==> src/rtl/elelock_keyin_if.sv <==
// rtl/elelock_keyin_if.sv - key-entry front-end signal bundle
interface elelock_keyin_if;
   logic [9:0] tenkey;
   logic       close;
   logic       key;
   logic       err;
   logic       digit_valid;
   logic [3:0] digit;
   logic [3:0] count;

   // Side that drives the switches and the close request
   modport master (
      output tenkey,
      output close,
      input  key,
      input  err,
      input  digit_valid,
      input  digit,
      input  count
   );

   // Side that implements the key-entry front-end
   modport slave (
      input  tenkey,
      input  close,
      output key,
      output err,
      output digit_valid,
      output digit,
      output count
   );
endinterface

==> src/rtl/elelock_keyin.sv <==
// rtl/elelock_keyin.sv - ten-key sync/debounce, BCD encode, code compare, unlock pulse
module elelock_keyin #(
   parameter int          CODE_LEN   = 4,
   parameter logic [31:0] CODE       = 32'h0000_1234,
   parameter int          DEB_CYCLES = 4,
   parameter int          TIMEOUT    = 1000
) (
   input  logic        clk,
   input  logic        reset,
   elelock_keyin_if.slave bus
);

   localparam int BUF_W = 4 * CODE_LEN;
   localparam int DW    = (DEB_CYCLES > 2) ? $clog2(DEB_CYCLES - 1) : 1;
   localparam int IW    = (TIMEOUT > 1) ? $clog2(TIMEOUT) : 1;

   // Debounce counter saturates here; the stable vector follows the
   // candidate once the counter sits at this value with no change.
   localparam logic [DW-1:0] DEB_LAST  = DW'(DEB_CYCLES - 2);
   localparam logic [IW-1:0] IDLE_LAST = IW'(TIMEOUT - 1);
   localparam logic [3:0]    FULL_CNT  = 4'(CODE_LEN - 1);

   typedef enum logic [1:0] {
      IDLE  = 2'd0,
      READY = 2'd1,
      HELD  = 2'd2
   } state_t;

   state_t            state, state_nxt;

   logic [10:0]       sync1, sync2;
   logic [9:0]        tk_s;
   logic              close_s;

   logic [9:0]        cand;
   logic [9:0]        stable;
   logic [DW-1:0]     deb_cnt;

   logic [BUF_W-1:0]  buffer;
   logic [BUF_W-1:0]  buf_nxt;
   logic [3:0]        cnt;
   logic [IW-1:0]     idle;

   logic              key_r, err_r, dv_r;
   logic [3:0]        digit_r;

   logic              onehot;
   logic [3:0]        enc;
   logic              accept;
   logic              full;
   logic              match;

   assign tk_s    = sync2[9:0];
   assign close_s = sync2[10];

   // Two-flop synchroniser shared by the ten switch lines and close
   always_ff @(posedge clk or posedge reset) begin
      if (reset) begin
         sync1 <= '0;
         sync2 <= '0;
      end else begin
         sync1 <= {bus.close, bus.tenkey};
         sync2 <= sync1;
      end
   end

   // Debounce: any change reloads the candidate; a held candidate becomes stable
   always_ff @(posedge clk or posedge reset) begin
      if (reset) begin
         cand    <= '0;
         deb_cnt <= '0;
         stable  <= '0;
      end else if (tk_s != cand) begin
         cand    <= tk_s;
         deb_cnt <= '0;
      end else if (deb_cnt != DEB_LAST) begin
         deb_cnt <= deb_cnt + 1'b1;
      end else begin
         stable  <= cand;
      end
   end

   // One-hot detection and bit-index encoding of the stable switch vector
   always_comb begin
      onehot = (stable != '0) && ((stable & (stable - 10'd1)) == '0);
      enc    = 4'd0;
      for (int i = 0; i < 10; i++) begin
         if (stable[i]) begin
            enc = 4'(i);
         end
      end
   end

   // FSM state register
   always_ff @(posedge clk or posedge reset) begin
      if (reset) begin
         state <= IDLE;
      end else begin
         state <= state_nxt;
      end
   end

   // FSM next state: one digit per press, chords are swallowed until release
   always_comb begin
      state_nxt = state;
      accept    = 1'b0;
      case (state)
         IDLE: begin
            if (stable == '0) begin
               state_nxt = READY;
            end
         end
         READY: begin
            if (stable != '0) begin
               state_nxt = HELD;
               accept    = onehot;
            end
         end
         HELD: begin
            if (stable == '0) begin
               state_nxt = READY;
            end
         end
         default: begin
            state_nxt = IDLE;
         end
      endcase
   end

   // The first digit of an entry lands in the top nibble so that the last one
   // ends up in nibble 0, lining up with the stored code.
   always_comb begin
      buf_nxt = buffer;
      for (int i = 0; i < CODE_LEN; i++) begin
         if (i == CODE_LEN - 1 - int'(cnt)) begin
            buf_nxt[4*i +: 4] = enc;
         end
      end
      full  = (cnt == FULL_CNT);
      match = (buf_nxt == CODE[BUF_W-1:0]);
   end

   // Entry datapath: digit buffer, count, idle timeout and result pulses
   always_ff @(posedge clk or posedge reset) begin
      if (reset) begin
         buffer  <= '0;
         cnt     <= '0;
         idle    <= '0;
         key_r   <= 1'b0;
         err_r   <= 1'b0;
         dv_r    <= 1'b0;
         digit_r <= '0;
      end else begin
         dv_r  <= accept;
         key_r <= 1'b0;
         err_r <= 1'b0;
         if (accept) begin
            digit_r <= enc;
         end
         if (close_s) begin
            // close beats a coinciding final digit: no key, no err
            buffer <= '0;
            cnt    <= '0;
            idle   <= '0;
         end else if (accept) begin
            idle <= '0;
            if (full) begin
               key_r  <= match;
               err_r  <= !match;
               buffer <= '0;
               cnt    <= '0;
            end else begin
               buffer <= buf_nxt;
               cnt    <= cnt + 4'd1;
            end
         end else if (cnt != '0) begin
            if (idle == IDLE_LAST) begin
               buffer <= '0;
               cnt    <= '0;
               idle   <= '0;
            end else begin
               idle <= idle + 1'b1;
            end
         end else begin
            idle <= '0;
         end
      end
   end

   assign bus.key         = key_r;
   assign bus.err         = err_r;
   assign bus.digit_valid = dv_r;
   assign bus.digit       = digit_r;
   assign bus.count       = cnt;

endmodule

==> src/flat_wrapper.sv <==
// flat-port wrapper written by rule: the top's interface ports become plain ports
module elelock_keyin_flat 
#(
   parameter int          CODE_LEN   = 4,
   parameter logic [31:0] CODE       = 32'h0000_1234,
   parameter int          DEB_CYCLES = 4,
   parameter int          TIMEOUT    = 1000
)
  (clk, reset, bus_tenkey, bus_close, bus_key, bus_err, bus_digit_valid, bus_digit, bus_count);
  elelock_keyin_if bus_i ();
  input  logic clk;
  input  logic reset;
  input wire logic [$bits(bus_i.tenkey)-1:0] bus_tenkey;
  input wire logic [$bits(bus_i.close)-1:0] bus_close;
  output wire logic [$bits(bus_i.key)-1:0] bus_key;
  output wire logic [$bits(bus_i.err)-1:0] bus_err;
  output wire logic [$bits(bus_i.digit_valid)-1:0] bus_digit_valid;
  output wire logic [$bits(bus_i.digit)-1:0] bus_digit;
  output wire logic [$bits(bus_i.count)-1:0] bus_count;
  assign bus_i.tenkey = bus_tenkey;
  assign bus_i.close = bus_close;
  assign bus_key = bus_i.key;
  assign bus_err = bus_i.err;
  assign bus_digit_valid = bus_i.digit_valid;
  assign bus_digit = bus_i.digit;
  assign bus_count = bus_i.count;
  elelock_keyin #(.CODE_LEN(CODE_LEN), .CODE(CODE), .DEB_CYCLES(DEB_CYCLES), .TIMEOUT(TIMEOUT)) u_core (.clk(clk), .reset(reset), .bus(bus_i));
endmodule
==> config.mk <==
export PLATFORM = sky130hd
export DESIGN_NAME = elelock_keyin_flat
export DESIGN_NICKNAME = d
export VERILOG_FILES = /design/src/rtl/elelock_keyin_if.sv /design/src/rtl/elelock_keyin.sv /design/src/flat_wrapper.sv
export SDC_FILE = /design/constraint.sdc
export NUM_CORES = 1
export LEC_CHECK = 0
export CAP_MARGIN = 40
export CORE_MARGIN = 1.5
export CORE_UTILIZATION = 55
export CTS_CLUSTER_DIAMETER = 40
export CTS_CLUSTER_SIZE = 12
export DETAILED_ROUTE_END_ITERATION = 12
export GPL_ROUTABILITY_DRIVEN = 1
export PLACE_DENSITY = 0.77
export SYNTH_ARGS = -nofsm -noshare
export SYNTH_HDL_FRONTEND = slang
export SYNTH_SLANG_ARGS = --single-unit
==> constraint.sdc <==
create_clock -name clk -period 7.5 [get_ports clk]
set_input_delay 1.875 -clock clk [delete_from_list [all_inputs] [get_ports clk]]
set_output_delay 1.875 -clock clk [all_outputs]
set_load 0.01 [all_outputs]
Word-level counts from Yosys, hierarchy flattened:

Index checks and enable logic that the tools add are counted.

* add/sub/neg operators: 5
* eq/ne operators: 12
* multiplexer cells: 40
* bitwise operators: 3
* reductions and logical operators: 15

Operators with widths (number)
* $mux W16: 5
* $eq A3 B32 Y1 const A: 2
* $mux W4: 11
* $mux W10: 4
* $eq A2 B32 Y1 const A: 1
* $logic_not A32 Y1: 1
* $logic_not A10 Y1: 2
* $eq A16 B13 Y1 const B: 1
* $mux W2: 6
* $mux W3: 4
* $add A10 B1 Y10 const B: 1
* $and A10 B10 Y10: 1
* $eq A10 B10 Y1 const B: 1
* $ne A10 B10 Y1: 1
* $reduce_bool A10 Y1: 1
* $sub A10 B1 Y10 const B: 1
* $mux W1: 9
* $reduce_and A2 Y1: 3
* $reduce_bool A3 Y1: 2
* $sub A2 B4 Y5 const A: 1
* $add A4 B1 Y4 const B: 1
* $eq A4 B2 Y1 const B: 1
* $ne A2 B1 Y1 const B: 2
* $pmux W2 S2: 1
* 11 further kinds: 12

* register bits after elaboration: 83
* input port bits: 13
* output and inout port bits: 11
* logic and storage cells: 88

Logic depth before layout (Yosys ltp):

Gate-level depths: netlist (run 1).

* depth in word-level cells: 15
* depth in mapped cells: 8
* mapped depth without buffers: 7

Worst setup path before layout (run 1):

No wires, ideal clock.

* kind: reg2out
* from: register u_core.cnt[1] (netlist: u_core.bus.count[1])
* to: output bus_count[1]
* arrival: 0.454 ns
* slack: 5.171 ns
* cell stages (with the launch flop): 1
* path buffers: 0
* cell sequence: dfrtp_1

RTL lines
* start: declaration: RTL line elelock_keyin.sv:41 `logic [3:0] cnt;`
* start signal: assignment: RTL line elelock_keyin.sv:174 `cnt <= cnt + 4'd1;`
* end: declaration: RTL line flat_wrapper.sv:19 `output wire logic [$bits(bus_i.count)-1:0] bus_count;`

No word-level cell between the ends.

Worst setup path after layout (run 1):

* from: register u_core.cnt[2] (netlist: u_core.bus.count[2])
* to: output bus_count[2]

No word-level cell between the ends.

==> results of run 1 <==
-- cells in the mapped netlist (4+ instances only) --
cell	count	share of area
and2_1	5	0.0080
nor2_1	29	0.028
o211ai_1	18	0.035
and3_1	5	0.0080
xor2_1	11	0.025
o311ai_1	4	0.0090
inv_1	8	0.0077
nand2_1	17	0.016
nor4_1	5	0.0080
mux2_2	12	0.035
dfrtp_1	83	0.53
o211ai_2	10	0.032
ha_1	6	0.019
xnor2_1	10	0.022
o21ai_0	6	0.0077
buf_2	8	0.010
nand3_1	8	0.010
nand4_1	25	0.040
nor3_1	10	0.013
a21oi_1	7	0.0090
clkbuf_1	22	0.021
-- power groups by stage --
stage,clock network [W],logic [W],registers (W)
2_1_floorplan,0,0.0000152,0.000469
3_3_place_gp,0,0.0000242,0.000469
3_5_place_dp,0,0.0000266,0.000470
4_1_cts,0.000372,0.0000268,0.000461
5_1_grt,0.000393,0.0000292,0.000462
6_report,0.000368,0.0000259,0.000461
-- per-stage QoR --
| step | setup slack [ns] | total power [W] |
|---|---|---|
| 3_3_place_gp | 4.252 | 0.0004936 |
| 5_1_grt | 4.068 | 0.0008843 |
| 4_1_cts | 4.138 | 0.0008595 |
| 6_report | 4.148 | 0.0008550 |
| 3_5_place_dp | 4.489 | 0.0004968 |
| 2_1_floorplan | 3.488 | 0.0004838 |
-- sequential cells by signal, indices dropped and copies added, names as in the netlist, 4 cells and up --
| signal | cells |
|---|---|
| u_core.bus.count | 4 |
| u_core.idle | 10 |
| u_core.cand | 10 |
| u_core.sync2 | 11 |
| u_core.stable | 10 |
| u_core.sync1 | 11 |
| u_core.buffer | 16 |
| u_core.bus.digit | 4 |
-- worst paths after layout --
kind                                          start  cells past startpoint                   to  slack (ns)
max in group asynchronous                     reset                      4     u_core.stable[7]        5.07
worst max register to register     u_core.stable[2]                      5  u_core.bus.count[2]        4.47
worst max-delay path            u_core.bus.count[2]                      1         bus_count[2]        4.15
worst min-delay path               u_core.sync1[10]                      0     u_core.sync2[10]        0.35
worst min register to register     u_core.sync1[10]                      0     u_core.sync2[10]        0.35
min in group asynchronous                     reset                      3  u_core.bus.digit[0]        1.84
-- cells by family (layout without fill, tap and decap cells) --
family / after synthesis / count (layout) / synth area share
AND/OR/NAND/NOR: 127 / 127 / 0.1821
flip-flops: 83 / 83 / 0.5312
AO/OA/AOI/OAI: 67 / 67 / 0.1386
buffers and inverters: 39 / 53 / 0.04192
XOR/XNOR: 21 / 21 / 0.04704
multiplexers: 14 / 14 / 0.04000
adder cells (fa/ha/maj): 6 / 6 / 0.01920
-- layer usage --
layer / GRT usage / routed length [um]
met3: 0.06161 / 431
met5: 0 / 0
met2: 0.3608 / 3802
met1: 0.3022 / 3466
met4: 0.06494 / 103
-- final cells by class --
| cell class | count | area, sq um | area share |
|---|---|---|---|
| sequential | 83 | 2077 | 0.4692 |
| multi-input combinational | 235 | 1669 | 0.3770 |
| timing repair buffer | 29 | 302.8 | 0.06840 |
| clock buffer | 11 | 141.4 | 0.03194 |
| tap | 96 | 120.1 | 0.02713 |
| clock inverter | 5 | 85.08 | 0.01922 |
| inverter | 8 | 31.28 | 0.007066 |
==> out/metrics.yaml, run 1 <==
synth:
  synthFlopType: "dfrtp_1"
  synth_edf_count: 0
  syn_inst: 357
  ys_seq_elements: 83
  avgSynthCellArea_sq_um: 10.95
  yosysSeqAreaShare: 0.5312
  ys_types: 55
  yosysWarnings: 0
  syn-cell-area_sq_um: 3910
  synth_fp_nets: 376
  async_flop_share: 1.000
global_route:
  grt_pass1_vias: 2667
  gr-total-overflow: 0
  antenna_found_initial: 0
  grt_pass1_wl_um: 13140
  globalRouteTotalUtil: 0.2255
  grt_max_degree: 68
floorplanning:
  die_w_um: 87.32
  die_h_um: 87.32
  core_area_sq_um: 6832
  ios: 24
  die_area_sq_um: 7624
  rows: 30
  initial_core_util: 0.5723
layout:
  drive_gt1_frac: 0.1590
  utilization: 0.6480
  fin_nets: 385
  fillers: 571
  area_growth_pct: 13.22
  mostFrequentLayoutCells: "dfrtp_1, nor2_1, nand4_1"
  layout_commonest_cell: "dfrtp_1"
  final_area_sq_um: 4427
  fin_cells: 467
  antennaDiodeCount: 0
setup_path:
  critPathCaptureType: "output port"
  worst-path-buf-inv: 1
  worst-path-max-fanout: 12
  crit_required_ns: 5.62
  crit_slowest_cell: "clkdlybuf4s50_1"
  worstSetupStartpointType: "flip-flop"
  slowest_delay_ns: 0.60
  worstPathCellList: "clkdlybuf4s50_1"
  worstPathArrival_ns: 1.48
  worstSetupPathType: "flip-flop to output port"
  crit_family: "buffers and inverters"
sta:
  period_minus_slack_ns: 3.352
  finalSetupViolations: 0
  layout_worst_path_cycle_share: 0.4469
  whs_ns: 0.3456
  finalHoldViolCount: 0
  tightest_slew_ns: 0.8878
  fmax_ghz: 0.2983
  drv_slew: 0
  rsz0062_at_grt: "no"
  clock_skew_ns: 0.01380
  setup_tns_ns: 0
  relSlewSlack: 0.4082
drt:
  ant_nets: 0
  drt_iter0_markers: 208
  wl_per_cell_um: 16.71
  routed_wl_um: 7804
  drc: 0
  via_count: 2800
  avgViaCountPerCell: 5.996
  drtPass1Iterations: 4
clock_tree:
  holdBufCountCts: 0
  cts_root_buf: "clkbuf_8"
  cts_resized: 0
  cts_max_path_buffers: 2
  clkLatencyLatePin_ns: 0.36
  cts_max_level: 3
  cts-buffers-inserted: 9
  post_cts_buffers: 0
  cts.clk_slew.worst_paths_ns: 0.09
  tritoncts: "done"
  cts_sinks: 83
placement:
  post_dp_cell_area_sq_um: 4200
  dp.final_hpwl_um: 5010
  io_buffers: 23
  post-place-cells: 451
  gp_congestion: 0.8212
job:
  max_cap_violations: 0
power:
  p_switching_w: 0.0001898
  p_per_area_nw_per_um2: 193.2
  pwr-share-clk: 0.431
  switching_share: 0.2219
  p_seq_frac: 0.539
  leakagePower_nw: 1.880
  p_int_w: 0.0006653
  combPwrFrac: 0.030
  peakVddDrop_v: 0.0001648
outcome:
  status: "completed"
min_path:
  hold_class: "flip-flop to flip-flop"
No activity file was read; power rests on OpenSTA's default activity.
==> run 2, diff against run 1 <==
--- a/config.mk
+++ b/config.mk
@@ -7,7 +7,7 @@
 export LEC_CHECK = 0
 export CAP_MARGIN = 40
 export CORE_MARGIN = 1.5
-export CORE_UTILIZATION = 55
+export CORE_UTILIZATION = 53
 export CTS_CLUSTER_DIAMETER = 40
 export CTS_CLUSTER_SIZE = 12
 export DETAILED_ROUTE_END_ITERATION = 12
==> constraint.sdc (replaced) <==
create_clock -name clk -period 2.9 [get_ports clk]
set_input_delay 0.725 -clock clk [delete_from_list [all_inputs] [get_ports clk]]
set_output_delay 0.725 -clock clk [all_outputs]
set_load 0.01 [all_outputs]
==> run 2 against run 1 <==
  * First-iteration DRC count up 40%
  * Wire length down 0.33%
  * Final cell count up 1.3%
  * Register-to-register slack worse by 4.2 ns
  * Clock-buffer cell count down 2
  * Design area down 0.59%
  * Non-clock buffer count up 3
  * Critical path depth up 4
  * Clock skew down 0.0048 ns
  * Core utilization down 3.5 points
  * Via count up 0.61%
  * Largest cell class unchanged
==> out/metrics.yaml, run 2 (synthesized netlist as in run 1, its figures left out) <==
placement:
  post-place-cells: 457  # +1.3%
  gp_congestion: 0.9284  # +13%
  io_buffers: 23  # unchanged
  dp.final_hpwl_um: 5104  # +1.9%
  post_dp_cell_area_sq_um: 4212  # +0.27%
sta:
  fmax_ghz: 0.3858
  tightest_slew_ns: 0.6329  # -0.2549 ns
  drv_slew: 0  # unchanged
  period_minus_slack_ns: 2.592
  rsz0062_at_grt: "no"
  relSlewSlack: 0.5752  # +0.1671
  finalSetupViolations: 0  # unchanged
  clock_skew_ns: 0.009000  # -0.004800 ns
  finalHoldViolCount: 0  # unchanged
  layout_worst_path_cycle_share: 0.8937
  setup_tns_ns: 0  # unchanged
job:
  max_cap_violations: 0  # unchanged
drt:
  ant_nets: 0  # unchanged
  via_count: 2817  # +0.61%
  routed_wl_um: 7778  # -0.33%
  avgViaCountPerCell: 5.956  # -0.67%
  drt_iter0_markers: 291  # +40%
  drtPass1Iterations: 5  # +1
  wl_per_cell_um: 16.44  # -1.6%
  drc: 0  # unchanged
layout:
  mostFrequentLayoutCells: "dfrtp_1, nor2_1, nand4_1"
  reg_top3: "u_core.buffer x16, u_core.sync1 x11, u_core.sync2 x11"
  largest_reg_flops: 16  # unchanged
  final_area_sq_um: 4400  # -0.59%
  fin_nets: 388  # +0.78%
  drive_gt1_frac: 0.1684  # +0.009420
  fin_cells: 473  # +1.3%
  layout_commonest_cell: "dfrtp_1"
  regMostFlops: "u_core.buffer"
  fillers: 597  # +4.6%
  area_growth_pct: 12.54
  utilization: 0.6133  # -0.03473
  ff_latch_area_sq_um: 2077  # unchanged
  multi_input_comb_area_sq_um: 1669  # unchanged
  antennaDiodeCount: 0  # unchanged
power:
  p_per_area_nw_per_um2: 469.0  # +140%
  leakagePower_nw: 1.872  # -0.39%
  finalPower_w: 0.002064  # +140%
  peakVddDrop_v: 0.0004230  # +160%
clock_tree:
  cts_sinks: 83  # unchanged
  holdBufCountCts: 0  # unchanged
  cts_root_buf: "clkbuf_8"
  post_cts_buffers: 0  # unchanged
  cts-buffers-inserted: 9  # unchanged
  cts_max_path_buffers: 2  # unchanged
  tritoncts: "done"
  cts_max_level: 3  # unchanged
  clkLatencyLatePin_ns: 0.37  # about the same
  cts_resized: 0  # unchanged
  cts.clk_slew.worst_paths_ns: 0.09  # about the same
global_route:
  grtUsageMet2: 0.3512  # -0.009599
  antenna_found_initial: 0  # unchanged
  grt-busiest-layer: "met2"
  grt_pass1_wl_um: 13100  # -0.31%
  globalRouteTotalUtil: 0.2214  # -0.004153
  use_met1: 0.2900  # -0.01213
  grtUsageMet3: 0.06741  # +0.005794
  gr-total-overflow: 0  # unchanged
  grt_max_degree: 84  # +24%
  grt_pass1_vias: 2726  # +2.2%
setup_path:
  worstSetupStartpointType: "flip-flop"
  r2r_end: "u_core.buffer[12]"
  crit_required_ns: 3.17  # -2.45 ns
  worst-path-max-fanout: 24  # +12
  worstPathArrival_ns: 2.86  # +1.38 ns
  reg2reg_setup_slack_ns: 0.31  # -4.16 ns
  worstSetupPathType: "flip-flop to flip-flop"
  critPathCaptureType: "flip-flop"
  reg2reg_depth: 5  # unchanged
  r2r-start: "u_core.stable[1]"
outcome:
  status: "completed"
floorplanning:
  rows: 31  # +3.3%
  die_h_um: 88.89  # +1.8%
  die_area_sq_um: 7901  # +3.6%
  core_area_sq_um: 7176  # +5.0%
  ios: 24  # unchanged
  initial_core_util: 0.5449  # -0.02744
  die_w_um: 88.89  # +1.8%
min_path:
  min_to: "u_core.sync2[8]"
  whs_path_depth: 0  # unchanged
  hold_class: "flip-flop to flip-flop"
  hold_start: "u_core.sync1[8]"
-- run 2: critical path, stage by stage, from the launching register on --
cell and delay, ns:
dfrtp_1 0.44, or4_4 0.58, nor2_4 0.15, mux2_2 0.48
nand3_2 0.44, o311ai_1 0.38
-- run 2: how the worst max path moves through the flow --
stage                              to  slack, ns  depth (start not counted)        startpoint
CTS                 u_core.buffer[12]       0.30                          5  u_core.stable[1]
floorplan            u_core.buffer[0]       0.04                          1             reset
global route        u_core.buffer[12]       0.11                          5  u_core.stable[1]
finish              u_core.buffer[12]       0.31                          5  u_core.stable[1]
global placement    u_core.buffer[12]       0.42                          5  u_core.stable[1]
detailed placement  u_core.buffer[12]       0.29                          5  u_core.stable[2]
-- run 2: where the power goes --
part	switching (W)	internal, W	total [W]
Combinational	0.0000387	0.0000280	0.0000666
Sequential	0.0000127	0.00118	0.00119
Clock	0.000472	0.000333	0.000806
Total	0.000524	0.00154	0.00206
-- run 2: cell type report --
type,count,share of cell area
sequential,83,0.4720
multi-input combinational,235,0.3793
timing repair buffer,32,0.07051
clock buffer,9,0.02815
tap,99,0.02815
clock inverter,7,0.01479
inverter,8,0.007108
-- run 2: metrics by stage --
step | hold WS (ns) | worst slack (ns)
after global routing | 0.3659 | 0.1103
after global placement | 0.3331 | 0.4159
after floorplan | 0.3312 | 0.03821
after CTS | 0.3555 | 0.2970
final | 0.3545 | 0.3082
after detailed placement | 0.3347 | 0.2923
-- run 2: routing by layer --
layer  part of all wire  wire length [um]
met5                  0                 0
met4              0.019               146
met3              0.052               405
met2               0.49              3801
met1               0.44              3425
